## src/rtl/envelope_pkg.sv

```systemverilog
// rtl/envelope_pkg.sv - shared state encoding and level constants for the envelope shaper
package envelope_pkg;

  localparam int LEVEL_W = 4;
  localparam logic [LEVEL_W-1:0] LEVEL_MAX = 4'd15;

  typedef enum logic [2:0] {
    ST_IDLE    = 3'd0,
    ST_ATTACK  = 3'd1,
    ST_DECAY   = 3'd2,
    ST_SUSTAIN = 3'd3,
    ST_RELEASE = 3'd4
  } env_state_e;

endpackage

```

## src/rtl/envelope_step_timer.sv

```systemverilog
// rtl/envelope_step_timer.sv - prescaler issuing a one-cycle step every div clocks
module envelope_step_timer #(
  parameter int DIV_W = 8
) (
  input  logic           clk,
  input  logic           reset,
  input  logic           clear,
  input  logic [DIV_W:0] div,
  output logic           step
);

  localparam logic [DIV_W-1:0] CNT_ONE = {{(DIV_W-1){1'b0}}, 1'b1};
  localparam logic [DIV_W:0]   DIV_ONE = {{DIV_W{1'b0}}, 1'b1};

  logic [DIV_W-1:0] div_cnt_q, div_cnt_d;

  assign step = ({1'b0, div_cnt_q} == (div - DIV_ONE));

  always_comb begin
    div_cnt_d = div_cnt_q + CNT_ONE;
    if (clear || step) begin
      div_cnt_d = '0;
    end
  end

  always_ff @(posedge clk) begin
    if (reset) begin
      div_cnt_q <= '0;
    end else begin
      div_cnt_q <= div_cnt_d;
    end
  end

endmodule

```

## src/rtl/envelope_pwm_shaper.sv

```systemverilog
// rtl/envelope_pwm_shaper.sv - ADSR envelope FSM shaping a square-wave tone into gated PWM
module envelope_pwm_shaper
  import envelope_pkg::*;
#(
  parameter int ATTACK_DIV    = 16,
  parameter int DECAY_DIV     = 64,
  parameter int RELEASE_DIV   = 128,
  parameter int SUSTAIN_LEVEL = 10,
  parameter int DIV_W         = 8
) (
  input  logic               clk,
  input  logic               reset,
  input  logic               tone_in,
  input  logic               gate_in,
  output logic               pwm_out,
  output logic               pwm_out_n,
  output logic [LEVEL_W-1:0] level,
  output logic [2:0]         state
);

  localparam logic [DIV_W:0]   ATTACK_DIV_C  = (DIV_W+1)'(ATTACK_DIV);
  localparam logic [DIV_W:0]   DECAY_DIV_C   = (DIV_W+1)'(DECAY_DIV);
  localparam logic [DIV_W:0]   RELEASE_DIV_C = (DIV_W+1)'(RELEASE_DIV);
  localparam logic [LEVEL_W-1:0] SUSTAIN_C   = LEVEL_W'(SUSTAIN_LEVEL);
  localparam logic [LEVEL_W-1:0] LEVEL_ONE   = {{(LEVEL_W-1){1'b0}}, 1'b1};

  logic               tone_q, gate_q, gate_qq, armed_q;
  logic               rise, step, clear, pwm_on;
  logic               pwm_out_q, pwm_out_n_q;
  logic [LEVEL_W-1:0] level_q, level_d, pwm_cnt_q;
  logic [DIV_W:0]     div_sel;
  env_state_e         state_q, state_d;

  // armed_q blocks a spurious rise when the gate is already high coming out of reset
  assign rise   = gate_q & ~gate_qq & armed_q;
  assign clear  = (state_d != state_q);
  assign pwm_on = (pwm_cnt_q < level_q);

  always_comb begin
    div_sel = ATTACK_DIV_C;
    case (state_q)
      ST_DECAY:   div_sel = DECAY_DIV_C;
      ST_RELEASE: div_sel = RELEASE_DIV_C;
      default:    div_sel = ATTACK_DIV_C;
    endcase
  end

  envelope_step_timer #(
    .DIV_W(DIV_W)
  ) u_step_timer (
    .clk  (clk),
    .reset(reset),
    .clear(clear),
    .div  (div_sel),
    .step (step)
  );

  always_comb begin
    state_d = state_q;
    if (rise) begin
      state_d = ST_ATTACK;
    end else if (!gate_q && (state_q == ST_ATTACK || state_q == ST_DECAY ||
                             state_q == ST_SUSTAIN)) begin
      state_d = ST_RELEASE;
    end else begin
      case (state_q)
        ST_ATTACK:  if (level_q == LEVEL_MAX) state_d = ST_DECAY;
        ST_DECAY:   if (level_q <= SUSTAIN_C) state_d = ST_SUSTAIN;
        ST_RELEASE: if (level_q == '0)        state_d = ST_IDLE;
        default:    state_d = state_q;
      endcase
    end
  end

  // Steps only land when the state is not changing; a retrigger discards a coincident step
  always_comb begin
    level_d = level_q;
    if (step && !rise && !clear) begin
      case (state_q)
        ST_ATTACK:  if (level_q != LEVEL_MAX) level_d = level_q + LEVEL_ONE;
        ST_DECAY,
        ST_RELEASE: if (level_q != '0)        level_d = level_q - LEVEL_ONE;
        default:    level_d = level_q;
      endcase
    end
  end

  always_ff @(posedge clk) begin
    if (reset) begin
      tone_q      <= 1'b0;
      gate_q      <= 1'b0;
      gate_qq     <= 1'b0;
      armed_q     <= 1'b0;
      state_q     <= ST_IDLE;
      level_q     <= '0;
      pwm_cnt_q   <= '0;
      pwm_out_q   <= 1'b0;
      pwm_out_n_q <= 1'b1;
    end else begin
      tone_q      <= tone_in;
      gate_q      <= gate_in;
      gate_qq     <= gate_q;
      armed_q     <= armed_q | ~gate_in;
      state_q     <= state_d;
      level_q     <= level_d;
      pwm_cnt_q   <= pwm_cnt_q + LEVEL_ONE;
      pwm_out_q   <= tone_q & pwm_on;
      pwm_out_n_q <= ~(tone_q & pwm_on);
    end
  end

  assign pwm_out   = pwm_out_q;
  assign pwm_out_n = pwm_out_n_q;
  assign level     = level_q;
  assign state     = state_q;

endmodule
```

## config.mk

```make
export PLATFORM = sky130hd
export DESIGN_NAME = envelope_pwm_shaper
export DESIGN_NICKNAME = d
export VERILOG_FILES = /design/src/rtl/envelope_pkg.sv /design/src/rtl/envelope_step_timer.sv /design/src/rtl/envelope_pwm_shaper.sv
export SDC_FILE = /design/constraint.sdc
export NUM_CORES = 1
export LEC_CHECK = 0
export ABC_AREA = 1
export BUFFER_PORTS_ARGS = -buffer_cell sky130_fd_sc_hd__buf_2
export CAP_MARGIN = 30
export CORE_MARGIN = 8
export CORE_UTILIZATION = 40
export CTS_CLUSTER_SIZE = 25
export DETAILED_ROUTE_END_ITERATION = 12
export PLACE_DENSITY = 0.64
export SLEW_MARGIN = 20
export SYNTH_ARGS = -nofsm -noshare
export SYNTH_HDL_FRONTEND = slang
export SYNTH_HIERARCHICAL = 1
export SYNTH_SLANG_ARGS = --single-unit
export TNS_END_PERCENT = 50
```

## constraint.sdc

```tcl
create_clock -name clk -period 3.1 [get_ports clk]
set_input_delay 0.31 -clock clk [delete_from_list [all_inputs] [get_ports clk]]
set_output_delay 0.31 -clock clk [all_outputs]
set_load 0.05 [all_outputs]
```

### Yosys cells after proc, flatten, opt, wreduce, memory -nomap -nowiden

Cells that the tools add are included.

| cells by class | value |
|---|---|
| muxes and demuxes | 10 |
| magnitude comparators | 2 |
| reductions and logical operators | 15 |
| equality and inequality tests | 10 |
| add/sub/neg operators | 5 |
| bitwise logic cells | 7 |

Operators with widths:

| cell | count |
|---|---|
| case mux 8 bit (2 select lines) | 1 |
| 2-to-1 mux 3 bit | 5 |
| equality test 8 x 9 -> 1 bit | 1 |
| case mux 3 bit (3 select lines) | 1 |
| subtractor 8 x 1 -> 9 bit (second input constant) | 1 |
| adder 4 x 1 -> 4 bit (second input constant) | 2 |
| adder 8 x 1 -> 8 bit (second input constant) | 1 |
| 2-to-1 mux 4 bit | 2 |
| case mux 4 bit (2 select lines) | 1 |
| equality test 3 x 2 -> 1 bit (second input constant) | 2 |
| equality test 4 bit (second input constant) | 1 |
| less-or-equal comparator 4 bit (second input constant) | 1 |
| logical NOT 4 bit | 1 |
| < comparator 4 bit | 1 |
| inequality test 4 bit (second input constant) | 1 |
| AND reduction 4 bit | 1 |
| nonzero test 4 bit | 1 |
| OR reduction 2 bit | 2 |
| subtractor 4 x 1 -> 4 bit (second input constant) | 1 |
| AND 1 bit | 3 |
| equality test 3 x 1 -> 1 bit (second input constant) | 1 |
| equality test 3 bit (second input constant) | 1 |
| logical AND 1 bit | 3 |
| logical NOT 1 bit | 3 |
| 7 further kinds | 11 |

| word-level totals | value |
|---|---|
| input port bits | 4 |
| register bits after elaboration | 25 |
| word-level logic and storage cells | 59 |
| output and inout port bits | 9 |

### Depth between registers and ports, before layout

Gate-level depths: netlist of run 1.

| logic depth | value |
|---|---|
| depth in word-level cells | 10 |
| mapped depth | 21 |
| mapped depth without buffers | 21 |

### Cells and area by module

Netlist of run 1, hierarchy kept.

By module, submodules not included:

| module | times used | cells each | seq. area each (sq um) | area an instance (sq um) |
|---|---|---|---|---|
| envelope_pwm_shaper | 1 | 129 | 340.3 | 980.9 |
| envelope_step_timer | 1 | 105 | 160.2 | 641.9 |

### Least setup slack after synthesis of run 1

OpenSTA, ideal clock, no wires.

| path | value |
|---|---|
| kind | reg-to-reg |
| start point | reg state_q[1], in the netlist state[1] |
| end point | reg level_q[2], in the netlist level[2] |
| stages on the path, launching flop included | 20 |
| library setup time | 0.112 ns |
| arrival time | 2.360 ns |
| slack | 0.628 ns |
| path buffers | 0 |
| path through | dfxtp_1 > nor2_1 > nand2_2 > inv_2 > nor2_4 > nor2_4 > nand2_1 > nor2_1 > nand2_1 > nand2_1 > nand2_1 > nand2_1 > nor2_1 > nand2_2 > inv_1 > nand3_1 > nor2_4 > nand3_4 > nor2b_1 > nor2_1 |

| on the way | value |
|---|---|
| elaborated cells on any way between the ends | 26 |
| classes of those cells | add/sub: 1; eq/ne: 8; mux: 8; reduce/logical: 9 |

RTL lines:

| what | RTL line | RTL |
|---|---|---|
| from (decl) | envelope_pwm_shaper.sv:32 | `env_state_e state_q, state_d;` |
| from (signal assigned) | envelope_pwm_shaper.sv:104 | `state_q <= state_d;` |
| equality test 3 bit or equality test 3 x 2 -> 1 bit (tied branches) | envelope_pwm_shaper.sv:41 | `case (state_q)` |
| case mux 8 bit (2 select lines) * | envelope_pwm_shaper.sv:41 |  |
| net div_sel[7] | envelope_pwm_shaper.sv:31 | `logic [DIV_W:0] div_sel;` |
| subtractor 8 x 1 -> 9 bit * | envelope_step_timer.sv:17 | `assign step = ({1'b0, div_cnt_q} == (div - DIV_ONE));` |
| equality test 8 x 9 -> 1 bit * | envelope_step_timer.sv:17 |  |
| net step | envelope_pwm_shaper.sv:28 | `logic rise, step, clear, pwm_on;` |
| logical AND 1 bit * (2 in a row) | envelope_pwm_shaper.sv:78 | `if (step && !rise && !clear) begin` |
| AND reduction 4 bit (no line) * | -- |  |
| to (signal assigned) | envelope_pwm_shaper.sv:105 | `level_q <= level_d;` |
| to (decl) | envelope_pwm_shaper.sv:30 | `logic [LEVEL_W-1:0] level_q, level_d, pwm_cnt_q;` |

Mark *: on every way through the listed nets, which the timed path passes. The rest lies on a longest branch.
A chain may end at the register's enable or synchronous reset.

### Worst setup path in the final report of run 1

| path | value |
|---|---|
| start point | reg state_q[2], in the netlist state[2] |
| end point | reg level_q[2], in the netlist level[2] |

The elaborated chain is that of the path after synthesis.

==> out/metrics.cfg, run 1 <==
[power]
p_leak_nw = 0.9142
peakVddDrop_mv = 0.2422
pwr-share-clk = 0.266
seqPwrFrac = 0.498
p_per_area_nw_per_um2 = 390.1
p_switching_mw = 0.2310
switching_share = 0.3207
p_int_mw = 0.4894
comb_power_share = 0.236
total_power_mw = 0.7204

[worst_setup_path]
critPathLaunchType = flip-flop
cp.arrival_ps = 2540
cp_max_fo = 6
r2r_slack_ps = 740
cp-end-kind = flip-flop
worstRegToRegCells = 19
reg2reg_from = state[2]
crit_required_ps = 3270
worstReg2RegEnd = level[2]
path_class = reg -> reg

[cts]
cts_buffers = 3
clock_latency_ps = 270
post_cts_resized = 0
cts.sinks = 25
cts_max_path_buffers = 2
path_clk_slew_ps = 90
htree_levels = 1
cts_setup_buffers = 0
cts_tree = done
ctsHoldBuffers = 0
clockRootBuffer = clkbuf_8

[die]
fp.dieW_um = 79.70
die-area_um2 = 6351
io_pins = 13
die_h_um = 79.70
core_region_area_um2 = 3943
start_util = 0.4116
num_rows = 23

[timing]
whs_ps = 237.3
min_period_over_period = 0.7623
fin_setup_tns_ps = 0
skew_ps = 8.746
fin_crit_ps = 2363
fmax_ghz = 0.4232
slew_viol_final = 0
hold_viol_final = 0
setup_viol = 0
rsz0062_at_grt = false

[logic_synthesis]
yosysWarnings = 6
syn_area_um2 = 1623
synth_edf_count = 0
ys_seq_area_frac = 0.3084
synth-async-reset-ratio = 0
synth_cell_type_count = 30
ys.flop_type = dfxtp_1
ys_seq_elements = 25
synth_cells = 234
synth.avg_cell_area_um2 = 6.935

[placed_design]
port_buffers = 12
dpl.hpwl_mm = 2.490
place_area_um2 = 1798
place.gp.congestion = 0.7971

[cells_and_area]
nNetsFinal = 278
diodes = 0
areaGrowthSynthToFinish_pct = 13.80
multi_input_area_um2 = 1040
fillers = 408
stdcell_area_um2 = 1847
drive_gt1_frac = 0.1705
utilization = 0.4684
seq_area_um2 = 500.5

[routing]
firstDrtPassIters = 4
routed_via_density = 4.519
drc = 0
totalWireLength_mm = 3.079
drt-initial-drc-count = 61
wire_per_inst_um = 9.806
num_vias = 1419
postRouteAntennaNets = 0

[global_routing]
antenna_found_initial = 0
globalRouteOverflowTotal = 0
grt_pass1_vias = 1356
grt_pass1_wl_mm = 5.761
track_usage = 0.1065
grt_max_degree = 16

[status]
status = completed

[hold_path]
holdCritPathClass = in -> reg
min_from = tone_in
whs_path_depth = 3
min_to = tone_q

[flow_run]
cap_violations = 0

power by group through the flow:
stage | Clock [mW] | Sequential [mW] | Combinational [mW]
6_report | 0.191 | 0.359 | 0.170
5_1_grt | 0.213 | 0.362 | 0.193
4_1_cts | 0.196 | 0.359 | 0.169
3_5_place_dp | 0 | 0.366 | 0.169
3_3_place_gp | 0 | 0.366 | 0.167
2_1_floorplan | 0 | 0.376 | 0.128
synth_stat cells, types with 2 or more instances:
library cell | number | area, um^2
dfxtp_1 | 25 | 500.5
inv_1 | 27 | 101.4
nor3_1 | 4 | 20.02
nor2_4 | 4 | 45.04
inv_2 | 9 | 33.78
nand2_2 | 7 | 43.79
nand4_1 | 7 | 43.79
ha_1 | 8 | 100.1
o21ai_1 | 2 | 10.01
xor2_1 | 9 | 78.83
a21oi_1 | 6 | 30.03
nand2_1 | 52 | 195.2
nand3_1 | 15 | 75.07
nor2_1 | 36 | 135.1
nand3_2 | 5 | 50.05
xnor2_1 | 4 | 35.03
worst max-delay path, cell delays in order (launching register included):
cell,delay [ps]
dfxtp_1,420
inv_2,100
nand3_1,140
inv_2,90
nor2_4,200
nand2_1,120
nand2_1,70
nand2_1,50
nand2_1,60
nand2_1,50
nor2_1,80
nand2_1,60
nor2_1,120
nand2_2,90
inv_1,60
nand3_1,110
nor2_4,170
nand3_4,120
nor2b_1,120
nor2_1,40
placed cells by master (no fill, tap or decap), drive strengths merged, types with 3 or more instances in the layout:
cell type / count
nand3: 21
clkbuf: 3
buf: 12
xnor2: 4
dfxtp: 25
a21oi: 6
conb: 16
nor2: 40
nand4: 7
o21ai: 4
xor2: 9
nor3: 4
inv: 36
ha: 8
nand2: 60
registers in the layout, indices dropped and copies added, names as in the netlist:
register and flops:
u_step_timer/div_cnt_q 8, level 4, pwm_cnt_q 4, state 3, armed_q 1, gate_q 1, gate_qq 1, pwm_out 1
pwm_out_n 1, tone_q 1
through the flow:
stage	setup WS, ps	std cells
floorplan	627.7	249
global placement	780.9	310
detailed placement	757.0	310
CTS	730.6	314
global route	392.9	314
finish	736.9	314
layout make-up:
cell class              count  area share
clock buffers               3     0.02236
clock inverters             1    0.004065
inverters                  36     0.07317
multi-input cells         187      0.5630
flip-flops and latches     25      0.2710
well taps                  50     0.03388
repair buffers             12     0.03252
worst max-delay path by stage:
stage | to | from | cells after the start
after global placement | level[2] | state[1] | 18
after detailed placement | level[2] | state[1] | 19
after floorplan | level[2] | state[1] | 19
after CTS | level[2] | state[1] | 19
final | level[2] | state[2] | 19
after global routing | level[1] | state[1] | 20
kinds of logic after synthesis:
| family | synth area share |
|---|---|
| flops | 0.3084 |
| buf+inv | 0.08558 |
| fa+ha+maj | 0.07402 |
| simple gates | 0.4009 |
| compound gates | 0.05860 |
| other cells | 0.002311 |
| xor+xnor | 0.07016 |
per-layer routing:
layer / share of wire / GRT usage / wire length (um)
met2: 0.42 / 0.1671 / 1295
met3: 0.029 / 0.02027 / 88
met1: 0.54 / 0.1429 / 1666
met5: 0 / 0 / 0
met4: 0.0091 / 0.03148 / 28
Power figures use the tool's default switching activity.
==> inputs of run 2 (changes only) <==
--- a/config.mk
+++ b/config.mk
@@ -5,14 +5,14 @@
 export SDC_FILE = /design/constraint.sdc
 export NUM_CORES = 1
 export LEC_CHECK = 0
-export ABC_AREA = 1
+export ABC_AREA = 0
 export BUFFER_PORTS_ARGS = -buffer_cell sky130_fd_sc_hd__buf_2
 export CAP_MARGIN = 30
 export CORE_MARGIN = 8
 export CORE_UTILIZATION = 40
 export CTS_CLUSTER_SIZE = 25
 export DETAILED_ROUTE_END_ITERATION = 12
-export PLACE_DENSITY = 0.64
+export PLACE_DENSITY = 0.66
 export SLEW_MARGIN = 20
 export SYNTH_ARGS = -nofsm -noshare
 export SYNTH_HDL_FRONTEND = slang
==> constraint.sdc (replaced) <==
create_clock -name clk -period 1.9 [get_ports clk]
set_input_delay 0.19 -clock clk [delete_from_list [all_inputs] [get_ports clk]]
set_output_delay 0.19 -clock clk [all_outputs]
set_load 0.05 [all_outputs]
==> run 2 against run 1 <==
Against the previous run: the run now ends with negative setup slack left; first-iteration DRC count fell by 57%; largest power group unchanged; highest routed layer unchanged; final cell count is 0.64% higher; clock skew decreased by 4.9 ps; non-clock buffer count is 45 higher; sequential share of layout area decreased by 5.5 points; via count up 7.8%.
==> out/metrics.cfg, run 2 <==
[logic_synthesis]
synth_cell_type_count = 58
yosysWarnings = 6
synth.avg_cell_area_um2 = 9.273
synth_cells = 180
syn_area_um2 = 1669
ys_seq_area_frac = 0.2999
ys_top_cells_by_count = dfxtp_1 (25), a21oi_1 (13), nor2_1 (12)
yosysMostFrequentCell = dfxtp_1
synthTopCellsByArea = dfxtp_1 (30%), ha_1 (6.0%), xor2_1 (5.2%), xnor2_1 (4.2%), a21oi_1 (3.9%)
ys.flop_type = dfxtp_1
yosysTopAreaCell = dfxtp_1
synth_edf_count = 0
synth_top_area_share = 0.2999
ys_seq_elements = 25
synth-async-reset-ratio = 0

[cts]
cts_max_path_buffers = 2
cts_buffers = 3
clockRootBuffer = clkbuf_8
cts.sinks = 25
cts_tree = done
path_clk_slew_ps = 90
clock_latency_ps = 270
htree_levels = 1

[worst_setup_path]
cp_max_fo = 5
cp.arrival_ps = 2680
worstReg2RegEnd = level[1]
crit_start = state[0]
r2r_slack_ps = -580
crit_required_ps = 2100
critPathLaunchType = flip-flop
reg2reg_from = state[0]
worstRegToRegCells = 12
critPathCapture = level[1]
cp-end-kind = flip-flop
path_class = reg -> reg

[cells_and_area]
areaGrowthSynthToFinish_pct = 42.20
largest_reg_flops = 8
nNetsFinal = 280
top_register = u_step_timer/div_cnt_q
drive_gt1_frac = 0.3421
most-common-layout-cells = buf_4 (41), conb_1 (32), dfxtp_1 (22)
layout_commonest_cell = buf_4
diodes = 0

[timing]
skew_ps = 3.833
fin_crit_ps = 2483
setup_viol = 12
setup_ws_ps = -583.2
slew_viol_final = 0
min_period_over_period = 1.307
rsz0062_at_grt = true
hold_viol_final = 0
fmax_ghz = 0.4027
whs_ps = 98.05

[routing]
routed_via_density = 4.839
wire_per_inst_um = 11.21
drc = 0
firstDrtPassIters = 4
totalWireLength_mm = 3.541
postRouteAntennaNets = 0
drt-initial-drc-count = 26
num_vias = 1529

[die]
num_rows = 23
io_pins = 13
die-area_um2 = 6496
start_util = 0.4173
fp.dieW_um = 80.60
die_h_um = 80.60
core_region_area_um2 = 4000

[placed_design]
dpl.hpwl_mm = 2.798
place.gp.congestion = 0.8486
port_buffers = 12

[global_routing]
track_usage = 0.1139
grt_pass1_wl_mm = 6.030
antenna_found_initial = 0
globalRouteOverflowTotal = 0
grt_max_degree = 25
grt_pass1_vias = 1458

[status]
status = complete, but fails checks
violations = negative setup slack

[flow_run]
cap_violations = 0

[power]
total_power_mw = 1.054
p_per_area_nw_per_um2 = 444.0
p_leak_nw = 1.018
peakVddDrop_mv = 0.4217

[hold_path]
holdCritPathClass = in -> reg

==> run 2: worst min path at each step <==
stage | end | depth (start not counted) | startpoint | slack, ps
2_1_floorplan | state[1] | 1 | reset | 260
3_3_place_gp | pwm_out_n | 1 | tone_q | 370
4_1_cts | armed_q | 2 | gate_in | 90
3_5_place_dp | pwm_out_n | 1 | tone_q | 380
6_report | armed_q | 2 | gate_in | 100
5_1_grt | armed_q | 2 | gate_in | 90
==> run 2: worst max-delay path, cell delays in order, from the launching register on <==
cell and delay [ps]:
dfxtp_4 370, buf_6 120, nor3b_4 270, and3b_1 200, o2111ai_1 100, and2_4 180, a2111oi_4 390, buf_4 170
buf_6 90, o2111a_1 180, buf_4 130, nand3_2 60, a21oi_1 150
==> run 2: metal layers <==
metal,global-route usage,vias up,part of all wire
met4,0.04909,0,0.016
met5,0,-,0
met1,0.1344,703,0.47
met3,0.01339,4,0.017
li1,-,806,-
met2,0.2005,16,0.50
==> run 2: area by class of cell <==
cell class | count | area, um^2
fill | 365 | 1627
inverter | 11 | 41.29
multi-input combinational | 169 | 1287
tap | 50 | 62.56
clock buffer | 3 | 41.29
timing repair buffer | 57 | 421.7
sequential | 25 | 511.7
clock inverter | 1 | 7.507
==> run 2: report_power, final <==
| part | leakage (nW) | internal (mW) | total, mW | switching, mW |
|---|---|---|---|---|
| logic | 0.790 | 0.0854 | 0.178 | 0.0924 |
| registers | 0.206 | 0.539 | 0.553 | 0.0142 |
| clock network | 0.0217 | 0.149 | 0.323 | 0.175 |
==> run 2: kinds of logic (layout without fill, tap and decap cells) <==
family / count (synthesis) / in the layout / share of synthesized area
xor gates and xnor gates: 18 / 18 / 0.09445
adders and majority gates: 9 / 9 / 0.07197
and+or+nand+nor: 69 / 69 / 0.2699
DFF: 25 / 25 / 0.2999
buffers and inverters: 17 / 72 / 0.05172
AOI/OAI and AO/OA: 41 / 41 / 0.2099
other: 1 / 32 / 0.002247
==> run 2: what timing repair did <==
action / CTS / global route
hold buffers: 0 / 0
endpoints found under the setup margin: 12 / 12
pin swaps: 6 / 8
setup buffers: 2 / 5
gates resized for setup: 3 / 6
==> run 2: through the flow <==
step / setup WS (ps) / setup TNS, ps / cell area (um^2) / util / std cells
2_1_floorplan: -844.2 / -4551 / 1873 / - / 211
4_1_cts: -551.8 / -4468 / 2312 / 0.5780 / 311
5_1_grt: -746.1 / -7032 / 2374 / 0.5934 / 316
6_report: -583.2 / -5410 / 2374 / 0.5934 / 316
3_3_place_gp: -545.2 / -3914 / 2237 / 0.5593 / 305
3_5_place_dp: -601.3 / -4194 / 2237 / 0.5593 / 305
==> inputs of run 3 (changes only) <==
--- a/config.mk
+++ b/config.mk
@@ -8,11 +8,10 @@
 export ABC_AREA = 0
 export BUFFER_PORTS_ARGS = -buffer_cell sky130_fd_sc_hd__buf_2
 export CAP_MARGIN = 30
-export CORE_MARGIN = 8
+export CORE_MARGIN = 10
 export CORE_UTILIZATION = 40
 export CTS_CLUSTER_SIZE = 25
 export DETAILED_ROUTE_END_ITERATION = 12
-export PLACE_DENSITY = 0.66
 export SLEW_MARGIN = 20
 export SYNTH_ARGS = -nofsm -noshare
 export SYNTH_HDL_FRONTEND = slang
==> run 3 against run 2 <==
Against the previous run: the flow still finishes with violations (negative setup slack); design area down 2.7%; total power is 0.34% lower; largest cell class unchanged; global-route usage is 1.4 points lower; largest power group unchanged; hold slack better by 1.5 ps; sequential cell count unchanged; worst setup slack improved by 44 ps; non-clock buffer count shrank 7; die area up 10%; utilization shrank 2.0 points; highest routed layer unchanged; clock skew is essentially flat.
==> out/metrics.cfg, run 3 (same netlist as run 2, synthesis figures left out) <==
[timing]
fin_crit_ps = 2439
setup_viol = 12
hold_viol_final = 0
slew_viol_final = 0
skew_ps = 3.518
slew_headroom = 0.6658
rsz0062_at_grt = true
tightest_slew_ps = 496.7
fmax_ghz = 0.4099
setup_ws_ps = -539.3
min_period_over_period = 1.284
fin_setup_tns_ps = -3311
whs_ps = 99.57

[placed_design]
place_area_um2 = 2207
port_buffers = 12
dpl.hpwl_mm = 2.819
place.gp.congestion = 0.8038
place_ws_ps = -575.1

[worst_setup_path]
critPathMaxStageDelay_ps = 440
slowest_stage = or4_1
critPathLaunchType = flip-flop
crit_chain = buf_6, nor3b_4, and3b_1, o2111ai_1, and2_4, a2111oi_4, o2111ai_2, or4_1, a21oi_1
cp-end-kind = flip-flop
cp_max_fo = 5
reg2reg_from = state[2]
worstRegToRegCells = 9
worstReg2RegEnd = level[3]
r2r_slack_ps = -540
crit_required_ps = 2100
cp.arrival_ps = 2640
path_class = reg -> reg

[global_routing]
grt_max_degree = 25
globalRouteOverflowTotal = 0
track_usage = 0.1002
grt_pass1_vias = 1440
antenna_found_initial = 0
grt_pass1_wl_mm = 6.258

[power]
p_per_area_nw_per_um2 = 454.7
seqPwrFrac = 0.527
peakVddDrop_mv = 0.5116
p_switching_mw = 0.2821
switching_share = 0.2686
p_leak_nw = 0.9858
pwr-share-clk = 0.311
comb_power_share = 0.162
p_int_mw = 0.7683

[routing]
postRouteAntennaNets = 0
drt-initial-drc-count = 37
wire_per_inst_um = 11.41
routed_via_density = 4.803
num_vias = 1484
drc = 0
firstDrtPassIters = 4
totalWireLength_mm = 3.526

[die]
fp.dieW_um = 84.60
die_h_um = 84.60
num_rows = 23
die-area_um2 = 7156
io_pins = 13
core_region_area_um2 = 4029
start_util = 0.4143

[cells_and_area]
largest_reg_flops = 8
drive_gt1_frac = 0.3127
stdcell_area_um2 = 2310
top_register = u_step_timer/div_cnt_q
layout_commonest_cell = buf_4
nNetsFinal = 273
diodes = 0
fillers = 384
most-common-layout-cells = buf_4 (33), conb_1 (32), dfxtp_1 (22)
areaGrowthSynthToFinish_pct = 38.38
utilization = 0.5733

[cts]
ctsHoldBuffers = 0
path_clk_slew_ps = 90
cts_max_path_buffers = 2
cts_tree = done
clock_latency_ps = 270
cts.sinks = 25
clockRootBuffer = clkbuf_8
htree_levels = 1
cts_buffers = 3

[flow_run]
cap_violations = 0

[status]
violations = negative setup slack
status = complete, but fails checks

[hold_path]
holdCritPathClass = in -> reg
min_to = armed_q
min_from = gate_in
whs_path_depth = 2

==> run 3: final cells by class <==
cell class / instances / area [um^2] / area share
timing repair buffer: 50 / 372.9 / 0.1614
clock inverter: 1 / 6.256 / 0.002709
clock buffer: 3 / 41.29 / 0.01788
inverter: 11 / 41.29 / 0.01788
tap: 50 / 62.56 / 0.02709
sequential: 25 / 511.7 / 0.2216
multi-input combinational: 169 / 1274 / 0.5515
==> run 3: worst max-delay path, delay by kind of cell (launching register included) <==
family / cells / cell delay, ps
compound gates: 4 / 810
buf+inv: 1 / 120
flops: 1 / 370
simple gates: 4 / 1080
==> run 3: timing repair <==
| item | in CTS | in global routing |
|---|---|---|
| pin swaps | 11 | 3 |
| gates resized for setup | 6 | 0 |
| setup endpoints to repair | 12 | 12 |
| setup buffers | 4 | 0 |
==> run 3: power by group through the flow <==
stage	Clock, mW	Sequential [mW]	Combinational [mW]
after global routing	0.354	0.557	0.193
after global placement	0	0.566	0.164
after floorplan	0	0.574	0.111
after CTS	0.334	0.554	0.170
after detailed placement	0	0.566	0.167
final	0.326	0.554	0.170
==> run 3: worst max path at each step <==
stage | start | to | cells past startpoint
2_1_floorplan | state[1] | level[3] | 10
3_3_place_gp | state[2] | level[3] | 11
4_1_cts | state[2] | level[3] | 9
3_5_place_dp | state[2] | level[2] | 12
5_1_grt | state[2] | level[3] | 8
6_report | state[2] | level[3] | 9
==> run 3: layer usage <==
layer / share of wire / global-route usage / vias up / routed length [um]
met3: 0.031 / 0.02126 / 8 / 110
met2: 0.49 / 0.1716 / 23 / 1731
met5: 0 / 0 / - / 0
li1: - / - / 786 / -
met1: 0.46 / 0.1211 / 667 / 1632
met4: 0.014 / 0.03144 / 0 / 51
==> run 3: through the flow <==
stage	instances	power, mW
after floorplan	211	0.6849
after global placement	301	0.7297
after detailed placement	301	0.7329
after CTS	309	1.058
after global routing	309	1.104
final	309	1.050
